File: src/rtl/instr_fetch_queue.sv
// Instruction fetch unit with a small prefetch queue.
// Issues one word fetch at a time to instruction memory, buffers returned
// words with their PCs, and presents the oldest one to decode. A redirect
// flushes the queue and restarts fetching at the new target; a request that
// is still outstanding at redirect time is drained and its data dropped.
//
// Ports:
//   clk, rst_n              clock, asynchronous active-low reset
//   imem_req, imem_addr     registered fetch request / word address
//   imem_ack, imem_rdata    memory completion and instruction word
//   redirect, redirect_pc   taken-control-flow pulse and new target
//   ir_valid, IR, ir_pc     queue head: valid, instruction, PC
//   ir_ready                decode accepts the head this cycle
module instr_fetch_queue #(
    parameter logic [31:0] RESET_PC = 32'h0000_0000,
    parameter int unsigned DEPTH    = 4
) (
    input  logic        clk,
    input  logic        rst_n,
    output logic        imem_req,
    output logic [31:0] imem_addr,
    input  logic        imem_ack,
    input  logic [31:0] imem_rdata,
    input  logic        redirect,
    input  logic [31:0] redirect_pc,
    output logic        ir_valid,
    output logic [31:0] IR,
    output logic [31:0] ir_pc,
    input  logic        ir_ready
);

    localparam int unsigned CNT_W = $clog2(DEPTH + 1);
    localparam int unsigned PTR_W = (DEPTH > 1) ? $clog2(DEPTH) : 1;
    localparam logic [31:0] WORD_MASK = 32'hFFFF_FFFC;

    typedef enum logic [1:0] {
        IDLE  = 2'd0,
        FETCH = 2'd1,
        DRAIN = 2'd2
    } state_e;

    state_e             state_q, state_d;
    logic [31:0]        fetch_pc_q, fetch_pc_d;
    logic               imem_req_q, imem_req_d;
    logic [31:0]        imem_addr_q, imem_addr_d;
    logic [CNT_W-1:0]   count_q, count_d;
    logic [PTR_W-1:0]   head_q, head_d;
    logic [PTR_W-1:0]   tail_q, tail_d;

    logic [31:0]        pc_mem    [DEPTH];
    logic [31:0]        instr_mem [DEPTH];

    logic               push_c;
    logic               pop_c;
    logic [31:0]        target_c;
    logic [31:0]        pc_plus4_c;
    logic [CNT_W-1:0]   count_pop_c;

    // Circular pointer increment that also handles non-power-of-two depths.
    function automatic logic [PTR_W-1:0] ptr_inc(input logic [PTR_W-1:0] p);
        return (p == PTR_W'(DEPTH - 1)) ? '0 : p + PTR_W'(1);
    endfunction

    assign target_c    = redirect_pc & WORD_MASK;
    assign pc_plus4_c  = fetch_pc_q + 32'd4;
    assign pop_c       = (count_q != '0) && ir_ready && !redirect;
    assign count_pop_c = count_q - CNT_W'(pop_c);

    // Fetch control: in FETCH, fetch_pc_q is the outstanding address; in
    // IDLE and DRAIN it is the address to issue next.
    always_comb begin
        state_d     = state_q;
        fetch_pc_d  = fetch_pc_q;
        imem_req_d  = imem_req_q;
        imem_addr_d = imem_addr_q;
        push_c      = 1'b0;
        unique case (state_q)
            IDLE: begin
                if (redirect) begin
                    state_d     = FETCH;
                    fetch_pc_d  = target_c;
                    imem_req_d  = 1'b1;
                    imem_addr_d = target_c;
                end else if (count_pop_c < CNT_W'(DEPTH)) begin
                    state_d     = FETCH;
                    imem_req_d  = 1'b1;
                    imem_addr_d = fetch_pc_q;
                end
            end
            FETCH: begin
                if (imem_ack) begin
                    if (redirect) begin
                        fetch_pc_d  = target_c;
                        imem_addr_d = target_c;
                    end else begin
                        push_c     = 1'b1;
                        fetch_pc_d = pc_plus4_c;
                        if (CNT_W'(count_pop_c + CNT_W'(1)) < CNT_W'(DEPTH)) begin
                            imem_addr_d = pc_plus4_c;
                        end else begin
                            state_d    = IDLE;
                            imem_req_d = 1'b0;
                        end
                    end
                end else if (redirect) begin
                    // Request stays on the bus at the old address until acked.
                    state_d    = DRAIN;
                    fetch_pc_d = target_c;
                end
            end
            DRAIN: begin
                if (redirect) begin
                    fetch_pc_d = target_c;
                end
                if (imem_ack) begin
                    state_d     = FETCH;
                    imem_addr_d = redirect ? target_c : fetch_pc_q;
                end
            end
            default: begin
                state_d    = IDLE;
                imem_req_d = 1'b0;
            end
        endcase
    end

    // Queue occupancy and pointers; redirect flushes everything.
    always_comb begin
        count_d = count_q;
        head_d  = head_q;
        tail_d  = tail_q;
        if (redirect) begin
            count_d = '0;
            head_d  = '0;
            tail_d  = '0;
        end else begin
            count_d = CNT_W'(count_pop_c + CNT_W'(push_c));
            if (pop_c) begin
                head_d = ptr_inc(head_q);
            end
            if (push_c) begin
                tail_d = ptr_inc(tail_q);
            end
        end
    end

    // Control state registers.
    always_ff @(posedge clk or negedge rst_n) begin
        if (!rst_n) begin
            state_q     <= IDLE;
            fetch_pc_q  <= RESET_PC & WORD_MASK;
            imem_req_q  <= 1'b0;
            imem_addr_q <= '0;
            count_q     <= '0;
            head_q      <= '0;
            tail_q      <= '0;
        end else begin
            state_q     <= state_d;
            fetch_pc_q  <= fetch_pc_d;
            imem_req_q  <= imem_req_d;
            imem_addr_q <= imem_addr_d;
            count_q     <= count_d;
            head_q      <= head_d;
            tail_q      <= tail_d;
        end
    end

    // Queue storage; contents are only visible through the valid-gated head.
    always_ff @(posedge clk) begin
        if (push_c) begin
            pc_mem[tail_q]    <= fetch_pc_q;
            instr_mem[tail_q] <= imem_rdata;
        end
    end

    assign imem_req  = imem_req_q;
    assign imem_addr = imem_addr_q;
    assign ir_valid  = (count_q != '0);
    assign IR        = ir_valid ? instr_mem[head_q] : '0;
    assign ir_pc     = ir_valid ? pc_mem[head_q] : '0;

endmodule

File: config.mk
export PLATFORM = sky130hd
export DESIGN_NAME = instr_fetch_queue
export DESIGN_NICKNAME = d
export VERILOG_FILES = /design/src/rtl/instr_fetch_queue.sv
export SDC_FILE = /design/constraint.sdc
export NUM_CORES = 1
export LEC_CHECK = 0
export CORE_MARGIN = 2
export CORE_UTILIZATION = 55
export DETAILED_ROUTE_END_ITERATION = 16
export PLACE_DENSITY = 0.79
export SETUP_SLACK_MARGIN = 0.1
export SLEW_MARGIN = 20
export SYNTH_ARGS = -nofsm -noshare
export SYNTH_HDL_FRONTEND = slang
export SYNTH_SLANG_ARGS = --single-unit
File: constraint.sdc
create_clock -name clk -period 4.4 [get_ports clk]
set_input_delay 0.88 -clock clk [delete_from_list [all_inputs] [get_ports clk]]
set_output_delay 0.88 -clock clk [all_outputs]
set_load 0.1 [all_outputs]
==> results.md <==
* TNS Setup at 0 ps
* Hold crit path type: reg2reg
* PD cells at between 600 and 700 mW/mm^2
* Routed wire length at 32.7 mm
* #FFs+latches synth at 330
* CP Data Arrival Time at 3060 ps
* Startpoint Class: flop
* Clock latency on the worst-skew pair at ~520 ps
* Cell Chain, Critical Path: mux4_2 > and2_1 > clkdlybuf4s50_1
* GR Layer Usage met1 at between 30% and 40%
* Vias in the first global route at around 9,100
* Final setup violation count at 0
* Worst-path clk slew at approximately 60 ps
* H-tree depth at 2
* Area post-placement at ~0.016 sq mm
* CTS tree: done
* Port bufs at between 150 and 200
* Overflow after GRT at 0
* Yosys cell types at 66
* Detailed-route DRC error count at 0
* Final hold viol count at 0
* Asr flop ratio synth at between 20 and 25%
* VDD IR-drop max at approximately 0.56 mV
* Layout Area Growth over Synthesis at 20.6%
* Layout cells sized above 1 at 18.3%
* Final #Nets at 1,198
* Max Cap Violations at 0
* Fmax at ~250 MHz
* Reg2reg start: count_q[0]
* Slowest cell on crit path: clkdlybuf4s50_1
* DR WL/cell at about 22 um
* Syn_area_per_cell at ~15 sq um
* Kind of cell adding the most delay to the critical path: buffers and inverters
* R2R Setup Slk at a little under 1000 ps
* Cells after Synth at between 900 and 1,000
* Core box area at around 0.026 sq mm
* Yosys Warn Count at 0
* TritonCTS Buffers at 35
* Antenna cells at 0
* Final max-slew violation count at 0
* Overall power at ~11 mW
* Gr usage total at about a quarter
* GR Util met2 at around two fifths
* Sequential area share after synthesis at between 60 and 70%
* R2r worst-path depth at 11
* Hpwl dp at ~20 mm
* Layout Utilization at approximately two thirds
* Hold path depth at 2
* Fin area at 0.0174 sq mm
* Syn_nets at between 1,000 and 1,500
* Root Buffer: clkbuf_16
* DR pass1 iterations at 5
* Slowest stage delay, CP at about 960 ps
* Hold EP: imem_addr[7]
* Critical path endpoint category: primary output
* Starting Density at between 50 and 60%
* CP Buf/Inv Count at 1
* Max-slew headroom at between 20% and 30%
* Leakage power figure at 6.05 nW
* Post-Syn Area at around 0.014 sq mm
* RSZ-0062 raised after global routing: false
* Die area at 0.0275 sq mm
* Status: finished, final reports clean
* Worst Path Max Fanout at 31
* EDFF count, synth at between 200 and 300
* Most Crowded Layer GR: met2
* Hold Path Origin: imem_addr[7]
* Placer Congestion at between 0.9 and 1
* Chip width at between 150 and 200 um
* Final Cycle Share at between 80% and 90%
* RR Endpoint: imem_addr[25]
* Antenna Nets Post-Route at 0
* CTS Buffer Depth at 3
* Row count at just under 60
* Ys flop type: edfxtp_1
* Met3 usage at under 10%
* Layout Cells excl Fill at around 1,500
* Critical Path RT at about 3500 ps
* Dpl cells at roughly 1,400
* Avg Vias per Cell at around 6.1
* Initial antenna violation count at 0
* Hold buffers post-CTS at 0
* # IOs at approximately 170
* Die height at 166 um
* First-pass GRT wire length at just over 50 mm
* Num Clock Sinks at 330
* Post-CTS sizing at 0
* Skew final at between 15 and 20 ps
* Actual slew at the worst max-slew pin at between 1000 and 1500 ps
* Largest net degree at the start of global routing at 75
* Setup repair bufs after CTS at 0
* Via count at a little over 9,000
* Initial DRC count at about 960
* Crit path kind: reg2out
* Min cycle time layout at 3940 ps
layer usage:
layer,vias to the layer above,share of wire [%]
met4,0,2.1
met3,56,7.3
met1,4586,41
li1,4044,-
met5,-,0
met2,370,49
worst max-delay path by stage:
| stage | from | end | cells after the start |
|---|---|---|---|
| 3_5_place_dp | ir_ready | imem_addr[31] | 10 |
| 6_report | head_q[0] | IR[0] | 3 |
| 2_1_floorplan | redirect | imem_addr[31] | 13 |
| 3_3_place_gp | ir_ready | imem_addr[31] | 10 |
| 4_1_cts | head_q[0] | IR[0] | 3 |
| 5_1_grt | head_q[0] | IR[0] | 3 |
cell families (layout without fill, tap and decap cells):
kind of cell	after synthesis	count (layout)	synth area share, %
AO/OA/AOI/OAI	146	146	6.66
XOR/XNOR	23	23	1.45
adder cells (fa/ha/maj)	12	12	1.02
buffers and inverters	82	267	2.52
flip-flops	330	330	66.2
multiplexers	80	80	11.2
AND/OR/NAND/NOR	288	288	11.0
Yosys cell counts (3+ instances only):
library cell | number | area (sq um)
inv_1 | 16 | 60.1
o22ai_1 | 5 | 31.3
nand2_1 | 62 | 233
o31ai_1 | 8 | 60.1
edfxtp_1 | 256 | 7690
buf_6 | 4 | 45.0
xnor2_1 | 9 | 78.8
nor2b_1 | 9 | 56.3
nand3_1 | 25 | 125
a21oi_1 | 40 | 200
xor2_1 | 13 | 114
and4_1 | 6 | 52.6
mux2i_1 | 14 | 140
a31oi_1 | 3 | 18.8
nor4_4 | 3 | 63.8
buf_2 | 13 | 65.1
a41oi_1 | 4 | 35.0
nor3_1 | 20 | 100
a2bb2oi_1 | 3 | 26.3
nor2_1 | 45 | 169
o21a_1 | 3 | 22.5
and3_1 | 6 | 37.5
o22a_1 | 6 | 52.6
and2_1 | 73 | 457
ha_1 | 10 | 125
nand4_1 | 15 | 93.8
dfrtp_1 | 74 | 1850
clkbuf_1 | 41 | 154
or3_1 | 4 | 25.0
o21ai_0 | 35 | 175
mux4_2 | 64 | 1440
o221ai_1 | 8 | 70.1
nor4_1 | 5 | 31.3
a221oi_1 | 4 | 35.0
a311oi_1 | 4 | 35.0
buf_1 | 4 | 15.0
nand4_2 | 3 | 37.5
a22oi_1 | 3 | 22.5
nand2b_1 | 5 | 31.3
report_power, final:
part	switching, mW	total (mW)	internal, mW
sequential	0.294	3.92	3.63
combinational	2.98	3.99	1.00
clock	1.16	2.81	1.64
metrics by stage:
stage	worst slack, ps	hold slack [ps]
2_1_floorplan	522	471
3_3_place_gp	509	470
6_report	458	488
3_5_place_dp	464	471
4_1_cts	389	489
5_1_grt	319	510
cell usage in the layout, fill, tap and decap left out, types with 4 or more instances in the layout:
cell type,n
mux2i_1,14
a41oi_1,4
xor2_1,13
and2_4,4
inv_1,16
nand4_1,15
edfxtp_1,256
nor2b_1,9
and2_1,69
a21oi_1,40
clkinv_2,6
and4_1,6
ha_1,10
a221oi_1,4
nand3_1,25
o221ai_1,8
nand2_1,62
clkdlybuf4s50_1,114
clkbuf_1,6
buf_12,4
xnor2_1,9
buf_4,67
o31ai_1,8
dfrtp_1,72
o22ai_1,5
nor2_1,45
nor4_1,5
and3_1,6
nand2b_1,5
mux4_2,64
clkbuf_16,36
clkinv_1,9
o22a_1,6
nor3_1,20
a311oi_1,4
o21ai_0,35
sequential cells by signal, indices dropped and copies added, names as in the netlist:
register	cells
instr_mem	128
state_q	2
fetch_pc_q	32
tail_q	2
pc_mem	128
imem_addr	32
imem_req	1
head_q	2
count_q	3
worst reg2reg max path, stage by stage (launching register included):
cell and delay [ps]:
dfrtp_1 380, or3_2 490, nand2_1 130, nor2_1 60, ha_1 170, ha_1 210, xor2_2 320, mux2_4 340
or3_2 550, buf_4 280, a211oi_1 270, a21oi_1 100
cell type report:
cell class	instances	area, sq um
Clock buffer	43	937
Sequential cell	330	9540
Clock inverter	21	169
Tap cell	335	419
Fill cell	1808	8530
Multi-Input combinational cell	549	4510
Inverter	17	63.8
Timing Repair Buffer	186	1730
No activity file was read; power rests on OpenSTA's default activity.
